$ cat src/rtl/audio_i2s_tx_pkg.sv
// Shared audio constants for the I2S output path.
// Holds default widths, dividers and the frame-length consistency check.
package audio_i2s_tx_pkg;

    localparam int DEF_BITDEPTH        = 14;
    localparam int DEF_SLOT_BITS       = 16;
    localparam int DEF_BCLK_DIV        = 4;
    localparam int DEF_SAMPLECLOCK_DIV = 8;

    // One I2S frame must span exactly one sample_clock period.
    function automatic bit frame_len_ok(input int slot_bits,
                                        input int bclk_div,
                                        input int sc_div);
        return (4 * slot_bits * bclk_div) == (1 << sc_div);
    endfunction

endpackage

$ cat src/rtl/audio_i2s_tx_bit_timer.sv
// I2S bit timer: BCLK divider, slot bit index k, BCLK/LRCK generation.
// Ports: clk_i, rst_i (sync, active high); bclk_o, lrck_o registered;
//        fall_o = BCLK falling-edge event, load_o = falling edge entering k=1.
module i2s_bit_timer #(
    parameter int SLOT_BITS = 16,
    parameter int BCLK_DIV  = 4
) (
    input  logic clk_i,
    input  logic rst_i,
    output logic bclk_o,
    output logic lrck_o,
    output logic fall_o,
    output logic load_o
);

    localparam int CW = $clog2(2 * BCLK_DIV);
    localparam int KW = $clog2(2 * SLOT_BITS);

    localparam logic [CW-1:0] CNT_MAX  = CW'(2 * BCLK_DIV - 1);
    localparam logic [CW-1:0] CNT_HALF = CW'(BCLK_DIV);
    localparam logic [KW-1:0] K_MAX    = KW'(2 * SLOT_BITS - 1);
    localparam logic [KW-1:0] K_HALF   = KW'(SLOT_BITS);
    localparam logic [KW-1:0] K_ONE    = KW'(1);

    logic [CW-1:0] cnt_q, cnt_d;
    logic [KW-1:0] k_q, k_d;
    logic          bclk_q, lrck_q;
    logic          fall;

    always_comb begin
        fall  = (cnt_q == CNT_MAX);
        cnt_d = fall ? '0 : cnt_q + 1'b1;
        k_d   = k_q;
        if (fall) begin
            k_d = (k_q == K_MAX) ? '0 : k_q + 1'b1;
        end
    end

    always_ff @(posedge clk_i) begin
        if (rst_i) begin
            cnt_q  <= '0;
            k_q    <= '0;
            bclk_q <= 1'b0;
            lrck_q <= 1'b0;
        end else begin
            cnt_q  <= cnt_d;
            k_q    <= k_d;
            // Outputs follow the next-state so they change on the event edge.
            bclk_q <= (cnt_d >= CNT_HALF);
            lrck_q <= (k_d >= K_HALF);
        end
    end

    assign bclk_o = bclk_q;
    assign lrck_o = lrck_q;
    assign fall_o = fall;
    assign load_o = fall && (k_d == K_ONE);

endmodule

$ cat src/rtl/audio_i2s_tx.sv
// I2S transmitter: captures unsigned stereo samples and serialises them.
// Ports: clk, rst (sync, active high), sample_clock, in_l/in_r in;
//        i2s_bclk, i2s_lrck, i2s_sdata, frame_start, overrun (sticky) out.
module audio_i2s_tx
    import audio_i2s_tx_pkg::*;
#(
    parameter int BITDEPTH  = DEF_BITDEPTH,
    parameter int SLOT_BITS = DEF_SLOT_BITS,
    parameter int BCLK_DIV  = DEF_BCLK_DIV
) (
    input  logic                clk,
    input  logic                rst,
    input  logic                sample_clock,
    input  logic [BITDEPTH-1:0] in_l,
    input  logic [BITDEPTH-1:0] in_r,
    output logic                i2s_bclk,
    output logic                i2s_lrck,
    output logic                i2s_sdata,
    output logic                frame_start,
    output logic                overrun
);

    localparam int WW = 2 * SLOT_BITS;

    if (!frame_len_ok(SLOT_BITS, BCLK_DIV, DEF_SAMPLECLOCK_DIV) ||
        SLOT_BITS < BITDEPTH) begin : g_bad_cfg
        $error("audio_i2s_tx: inconsistent frame configuration");
    end

    // Offset binary -> two's complement, left aligned in the slot.
    function automatic logic [SLOT_BITS-1:0] conv(input logic [BITDEPTH-1:0] u);
        logic [SLOT_BITS-1:0] t;
        t = '0;
        t[SLOT_BITS-1 -: BITDEPTH] = {~u[BITDEPTH-1], u[BITDEPTH-2:0]};
        return t;
    endfunction

    logic          fall, load;
    logic          sc_q, strobe;
    logic [WW-1:0] word_in;
    logic [WW-1:0] hold_q, hold_d;
    logic [WW-1:0] shift_q, shift_d;
    logic          pend_q, pend_d;
    logic          ovr_q, ovr_d;
    logic          sdata_q, fs_q;

    i2s_bit_timer #(
        .SLOT_BITS (SLOT_BITS),
        .BCLK_DIV  (BCLK_DIV)
    ) u_timer (
        .clk_i  (clk),
        .rst_i  (rst),
        .bclk_o (i2s_bclk),
        .lrck_o (i2s_lrck),
        .fall_o (fall),
        .load_o (load)
    );

    assign strobe  = sample_clock & ~sc_q;
    assign word_in = {conv(in_l), conv(in_r)};

    always_comb begin
        hold_d  = hold_q;
        pend_d  = pend_q;
        ovr_d   = ovr_q;
        shift_d = shift_q;
        if (strobe) begin
            hold_d = word_in;
            pend_d = 1'b1;
            if (pend_q) begin
                ovr_d = 1'b1;
            end
        end
        if (load) begin
            // A sample arriving on the load cycle goes straight out.
            shift_d = strobe ? word_in : hold_q;
            pend_d  = 1'b0;
        end else if (fall) begin
            shift_d = shift_q << 1;
        end
    end

    always_ff @(posedge clk) begin
        if (rst) begin
            sc_q    <= 1'b0;
            hold_q  <= '0;
            pend_q  <= 1'b0;
            ovr_q   <= 1'b0;
            shift_q <= '0;
            sdata_q <= 1'b0;
            fs_q    <= 1'b0;
        end else begin
            sc_q    <= sample_clock;
            hold_q  <= hold_d;
            pend_q  <= pend_d;
            ovr_q   <= ovr_d;
            shift_q <= shift_d;
            fs_q    <= load;
            if (fall) begin
                sdata_q <= shift_d[WW-1];
            end
        end
    end

    assign i2s_sdata   = sdata_q;
    assign frame_start = fs_q;
    assign overrun     = ovr_q;

endmodule

$ cat config.mk
export PLATFORM = sky130hd
export DESIGN_NAME = audio_i2s_tx
export DESIGN_NICKNAME = d
export VERILOG_FILES = /design/src/rtl/audio_i2s_tx_pkg.sv /design/src/rtl/audio_i2s_tx_bit_timer.sv /design/src/rtl/audio_i2s_tx.sv
export SDC_FILE = /design/constraint.sdc
export NUM_CORES = 1
export LEC_CHECK = 0
export CAP_MARGIN = 15
export CELL_PAD_IN_SITES_DETAIL_PLACEMENT = 1
export CELL_PAD_IN_SITES_GLOBAL_PLACEMENT = 2
export CORE_MARGIN = 10
export CORE_UTILIZATION = 32
export DETAILED_ROUTE_END_ITERATION = 10
export MAX_ROUTING_LAYER = met4
export PLACE_DENSITY_LB_ADDON = 0.12
export SETUP_SLACK_MARGIN = 0.1
export SYNTH_ARGS = -nofsm -noshare
export SYNTH_HDL_FRONTEND = slang
export SYNTH_SLANG_ARGS = --single-unit
$ cat constraint.sdc
create_clock -name clk -period 2 [get_ports clk]
set_clock_uncertainty 0.1 [all_clocks]
set_input_delay 0.2 -clock clk [delete_from_list [all_inputs] [get_ports clk]]
set_output_delay 0.2 -clock clk [all_outputs]
set_load 0.005 [all_outputs]
Word-level counts from Yosys, hierarchy flattened
Index checks and enable logic that the tools add are counted.

Flip-flop bits (word level): 79. Latch bits: 0. Memory bits (writable): 0. ROM bits: 0. Input port bits: 31. Output and inout port bits: 5. Logic and storage cells: 33. Memories kept: 0.

$add $sub $neg: 2. Multiply operators: 0. Divide/modulo/power cells: 0. Order comparisons: 2. Equality and inequality tests: 3. Shifts and indexed selects: 0. Muxes and demuxes: 6. Bitwise logic cells: 4. Reductions and logical operators: 4.

Operators with widths (count): 32-bit 2-to-1 mux (3); 5-bit 2-to-1 mux (2); 5-bit by 1-bit adder with 5-bit output (second input constant) (1); 5-bit by 1-bit == test with 1-bit output (second input constant) (1); 5-bit == test (second input constant) (1); 5-bit greater-or-equal comparator (second input constant) (1); 3-bit by 1-bit adder with 3-bit output (second input constant) (1); 3-bit == test (second input constant) (1); 3-bit greater-or-equal comparator (second input constant) (1); 3-bit 2-to-1 mux (1); 1-bit inverter (3); 2-bit AND reduction (1); 2-bit nonzero test (1); 2-bit OR reduction (1); 1-bit bitwise AND (1); 1-bit logical AND (1).

Longest topological paths before layout
Depth after elaboration: 6. Depth in mapped cells: 9. Gate-level depth less buffers: 7.

Modules after synthesis
A second synthesis with hierarchy kept.

Cell total of the unflattened synthesis: 295. Area total of the unflattened synthesis: 3081.7 um^2.

Modules (own cells, without submodules): audio_i2s_tx (instances 1, cells an instance 258, area an instance 2690.1 um^2, seq. area each 1361.3 um^2); i2s_bit_timer (instances 1, cells an instance 37, area an instance 391.6 um^2, seq. area each 160.2 um^2).

Worst setup path after synthesis
Ideal clock, no wire load.

Kind: flip-flop to flip-flop. From: register u_timer.k_q[0]. To: register shift_q[10]. Setup time: 128 ps. Data arrival time: 1833 ps. Data required time: 1772 ps. Setup slack: -61 ps. Stages on the path, launching flop included: 10. Buffers on the path: 2. Period minus slack after synthesis: 2061 ps. Cell sequence: dfxtp_1 -> ha_1 -> and3_1 -> ha_1 -> nor2_1 -> and4b_4 -> buf_12 -> buf_12 -> mux2i_1 -> o21ai_1.

Cells in the longest elaborated chain, start to end: 6. Elaborated cells on any way between the ends: 8. Classes of those cells: add/sub (1); eq/ne (2); mux (3); reduce/logical (2).

Ends and longest elaborated chain: start: declaration (RTL line audio_i2s_tx_bit_timer.sv:26) `logic [KW-1:0] k_q, k_d;`; start signal: assignment (RTL line audio_i2s_tx_bit_timer.sv:47) `k_q <= k_d;`; 5-bit by 1-bit adder with 5-bit output or 5-bit == test (tied branches) (RTL line audio_i2s_tx_bit_timer.sv:35) `k_d = (k_q == K_MAX) ? '0 : k_q + 1'b1;`; 5-bit 2-to-1 mux (RTL line audio_i2s_tx_bit_timer.sv:35); 5-bit 2-to-1 mux * (RTL line audio_i2s_tx_bit_timer.sv:34) `if (fall) begin`; 5-bit by 1-bit == test with 1-bit output * (RTL line audio_i2s_tx_bit_timer.sv:57) `assign load_o = fall && (k_d == K_ONE);`; 1-bit logical AND * (RTL line audio_i2s_tx_bit_timer.sv:57); 32-bit 2-to-1 mux or 2-bit nonzero test (tied branches); end signal: assignment (RTL line audio_i2s_tx.sv:97) `shift_q <= shift_d;`; end: declaration (RTL line audio_i2s_tx.sv:42) `logic [WW-1:0] shift_q, shift_d;`.

Mark *: on every way between the ends. The rest lies on a longest branch, timed or not. A chain may end at the register's enable or synchronous reset.

Final worst setup path
From: register u_timer.k_q[1]. To: register shift_q[12].

The elaborated chain is that of the path after synthesis.

==> impl_metrics.csv <==
group,metric,value,unit
worst_setup_path,crit_family,"simple AND/OR/NAND/NOR gates",
clocking,cts_buffers,9,
yosys,synth_top_area_share,49.4,%
detailed_routing,avgViaCountPerCell,4.60,
job,cap_viol_max_count,0,
clocking,cts_tree,"yes",
placement,dp_hpwl,4640,um
sta,fmax,507,MHz
global_routing,grt_pass1_wl,11700,um
finish,drive_above_1_share,20.6,%
power,leakage,1.35,nW
worst_setup_path,cp_common_cell,"ha_4",
yosys,ys_types,31,
yosys,yosysTopAreaCell,"dfxtp_1",
finish,num-nets-final,374,
die,core_area,9280,um^2
placement,dp.cells,456,
sta,maxSlewHeadroom,74.0,%
clocking,max-clock-path-buffers,2,
yosys,netlist_instances,298,
yosys,ys_warn_count,0,
worst_setup_path,worstSetupStartpointType,"flop",
sta,finalCritPeriodShare,98.6,%
worst_setup_path,cpPeakStageDelay,0.36,ns
finish,fin_cells,473,
global_routing,grt_pass1_vias,2367,
yosys,seq_area_frac_synth,49.4,%
worst_setup_path,cp.arrival,2.12,ns
worst_setup_path,crit_type,"reg2reg",
detailed_routing,vias,2174,
sta,tightest_slew,0.390,ns
finish,area_growth,24.8,%
worst_setup_path,crit_buf_inv,1,
die,num_rows,35,
die,ios,36,
clocking,clk_latency,0.35,ns
clocking,clockRootBuffer,"clkbuf_8",
yosys,synthesis.nets,333,
clocking,cts_sinks,76,
sta,rsz0062_at_grt,"yes",
global_routing,track_usage,10.5,%
sta,period_needed,1.97,ns
worst_setup_path,crit_chain,"ha_4 > and3_4 > ha_4 > nor2_4 > and4b_4 > buf_12 > mux2i_2 > o21ai_1",
outcome,status,"finished, final reports clean",
yosys,synth_area_per_cell,10.3,um^2
placement,io_buffers,35,
global_routing,grt_max_degree,30,
global_routing,antenna_found_initial,0,
finish,fillers,1062,
power,ir_drop,0.000342,V
yosys,synth_seq_cells,76,
die,die-area,13900,um^2
worst_setup_path,end_kind,"flop",
detailed_routing,post-route-drc-count,0,
die,dieWidth,118,um
sta,finalSetupViolations,0,
power,p_per_area,755,nW/um^2
clocking,htree_levels,3,
worst_hold_path,hp-class,"reg2reg",
global_routing,gr-total-overflow,0,
placement,gp_congestion,0.691,
finish,final_util,41.4,%
finish,antenna_cells,0,
sta,slew_violations,0,
yosys,synthesis.area,3080,um^2
detailed_routing,dr.pass1.iters,5,
die,start_util,33.2,%
die,die_h,118,um
clocking,holdBufCountCts,0,
sta,hold_viol_final,0,
detailed_routing,drt_iter0_markers,63,
detailed_routing,wirelength,6780,um
worst_setup_path,crit_fanout,17,
detailed_routing,wl_per_cell,14.3,um
worst_setup_path,slowest_stage,"dfxtp_4",
clocking,path_clk_slew,0.08,ns
yosys,synth.area.top_cells,"dfxtp_1 (49%), mux2i_1 (10%), mux2_2 (9.5%), nor2b_1 (6.3%), nand2_1 (3.8%)",
worst_setup_path,crit_required,2.14,ns
detailed_routing,ant_nets,0,
logic make-up after synthesis:
group	after synthesis	synth area share, %
AO/OA/AOI/OAI	38	6.87
XOR/XNOR	1	0.284
adder cells (fa/ha/maj)	4	1.63
buffers and inverters	23	5.57
flip-flops	76	49.4
multiplexers	58	19.9
AND/OR/NAND/NOR	98	16.3
stage by stage:
stage	TNS, ns	power, mW	setup slack (ns)	hold WS, ns	instance area [um^2]
floorplan	0	1.76	0.0842	0.228	3110
global placement	0	1.87	0.0611	0.321	3640
detailed placement	-0.0189	1.88	-0.0133	0.319	3640
CTS	0	2.97	0.00542	0.336	3830
global route	-0.418	3.05	-0.0440	0.358	3840
finish	0	2.90	0.0274	0.333	3840
what timing repair did:
action | in CTS | in global routing
endpoints found under the setup margin | 31 | 33
gates resized for setup | 1 | 4
pin swaps | 0 | 2
setup buffers | 1 | 0
hold endpoints to repair | 0 | 0
report_power, final:
group          total (mW)  switching (mW)  leakage (nW)  internal, mW
combinational       0.264           0.105         0.637         0.159
clock                1.07           0.586        0.0885         0.482
sequential           1.57          0.0140         0.620          1.56
sequential cells by signal (all words and copies together), names as in the netlist:
| register | cells |
|---|---|
| overrun | 1 |
| shift_q | 31 |
| u_timer.cnt_q | 2 |
| sc_q | 1 |
| i2s_sdata | 1 |
| u_timer.k_q | 4 |
| pend_q | 1 |
| u_timer.bclk_o | 1 |
| hold_q | 32 |
| frame_start | 1 |
| u_timer.lrck_o | 1 |
metal layers:
metal	share of wire (%)	track usage, %	vias up
li1	-	-	1092
met1	50	11.9	1045
met2	47	17.1	27
met3	2.2	2.59	10
met4	1.6	4.40	0
met5	0	-	-
synth_stat cells, drive strengths merged:
library cell,instances
dfxtp,76
mux2i,32
nand2,31
nor2b,31
o21ai,27
mux2,26
nor2,15
buf,12
clkbuf,9
a21oi,4
and2,4
ha,4
nand3,4
a31oi,3
nand2b,3
nand4,3
inv,2
nor3,2
a211oi,1
a22o,1
a2bb2oi,1
and2b,1
and3,1
and4b,1
nand3b,1
nand4b,1
o31ai,1
xor2,1
path summary, 6_finish.rpt:
kind | from | end | slack [ns] | cells past startpoint
setup / recovery | u_timer.k_q[1] | shift_q[12] | 0.03 | 8
hold / removal | u_timer.cnt_q[0] | u_timer.cnt_q[0] | 0.33 | 1
setup reg to reg | u_timer.k_q[1] | shift_q[12] | 0.03 | 8
hold reg to reg | u_timer.cnt_q[0] | u_timer.cnt_q[0] | 0.33 | 1
area by class of cell:
type	count	area (um^2)	share of cell area [%]
sequential	76	1530	39.7
inverter	2	7.51	0.195
clock buffer	10	138	3.58
timing repair buffer	51	533	13.9
multi-input combinational	199	1440	37.4
tap	129	161	4.20
clock inverter	6	38.8	1.01
cell usage in the layout (no fill, tap or decap), types with 3 or more instances in the layout:
master / instances
o21ai_0: 5
o21ai_1: 22
dfxtp_1: 74
clkdlybuf4s50_1: 35
nand4_1: 3
nor2_1: 12
mux2_2: 26
nand2_1: 31
clkbuf_8: 10
nor2b_1: 30
mux2i_1: 30
buf_12: 5
a31oi_1: 3
and2_1: 4
nand2b_1: 3
a21oi_1: 4
clkinv_2: 3
nand3_1: 4
buf_4: 11
No activity file was read; power rests on OpenSTA's default activity.
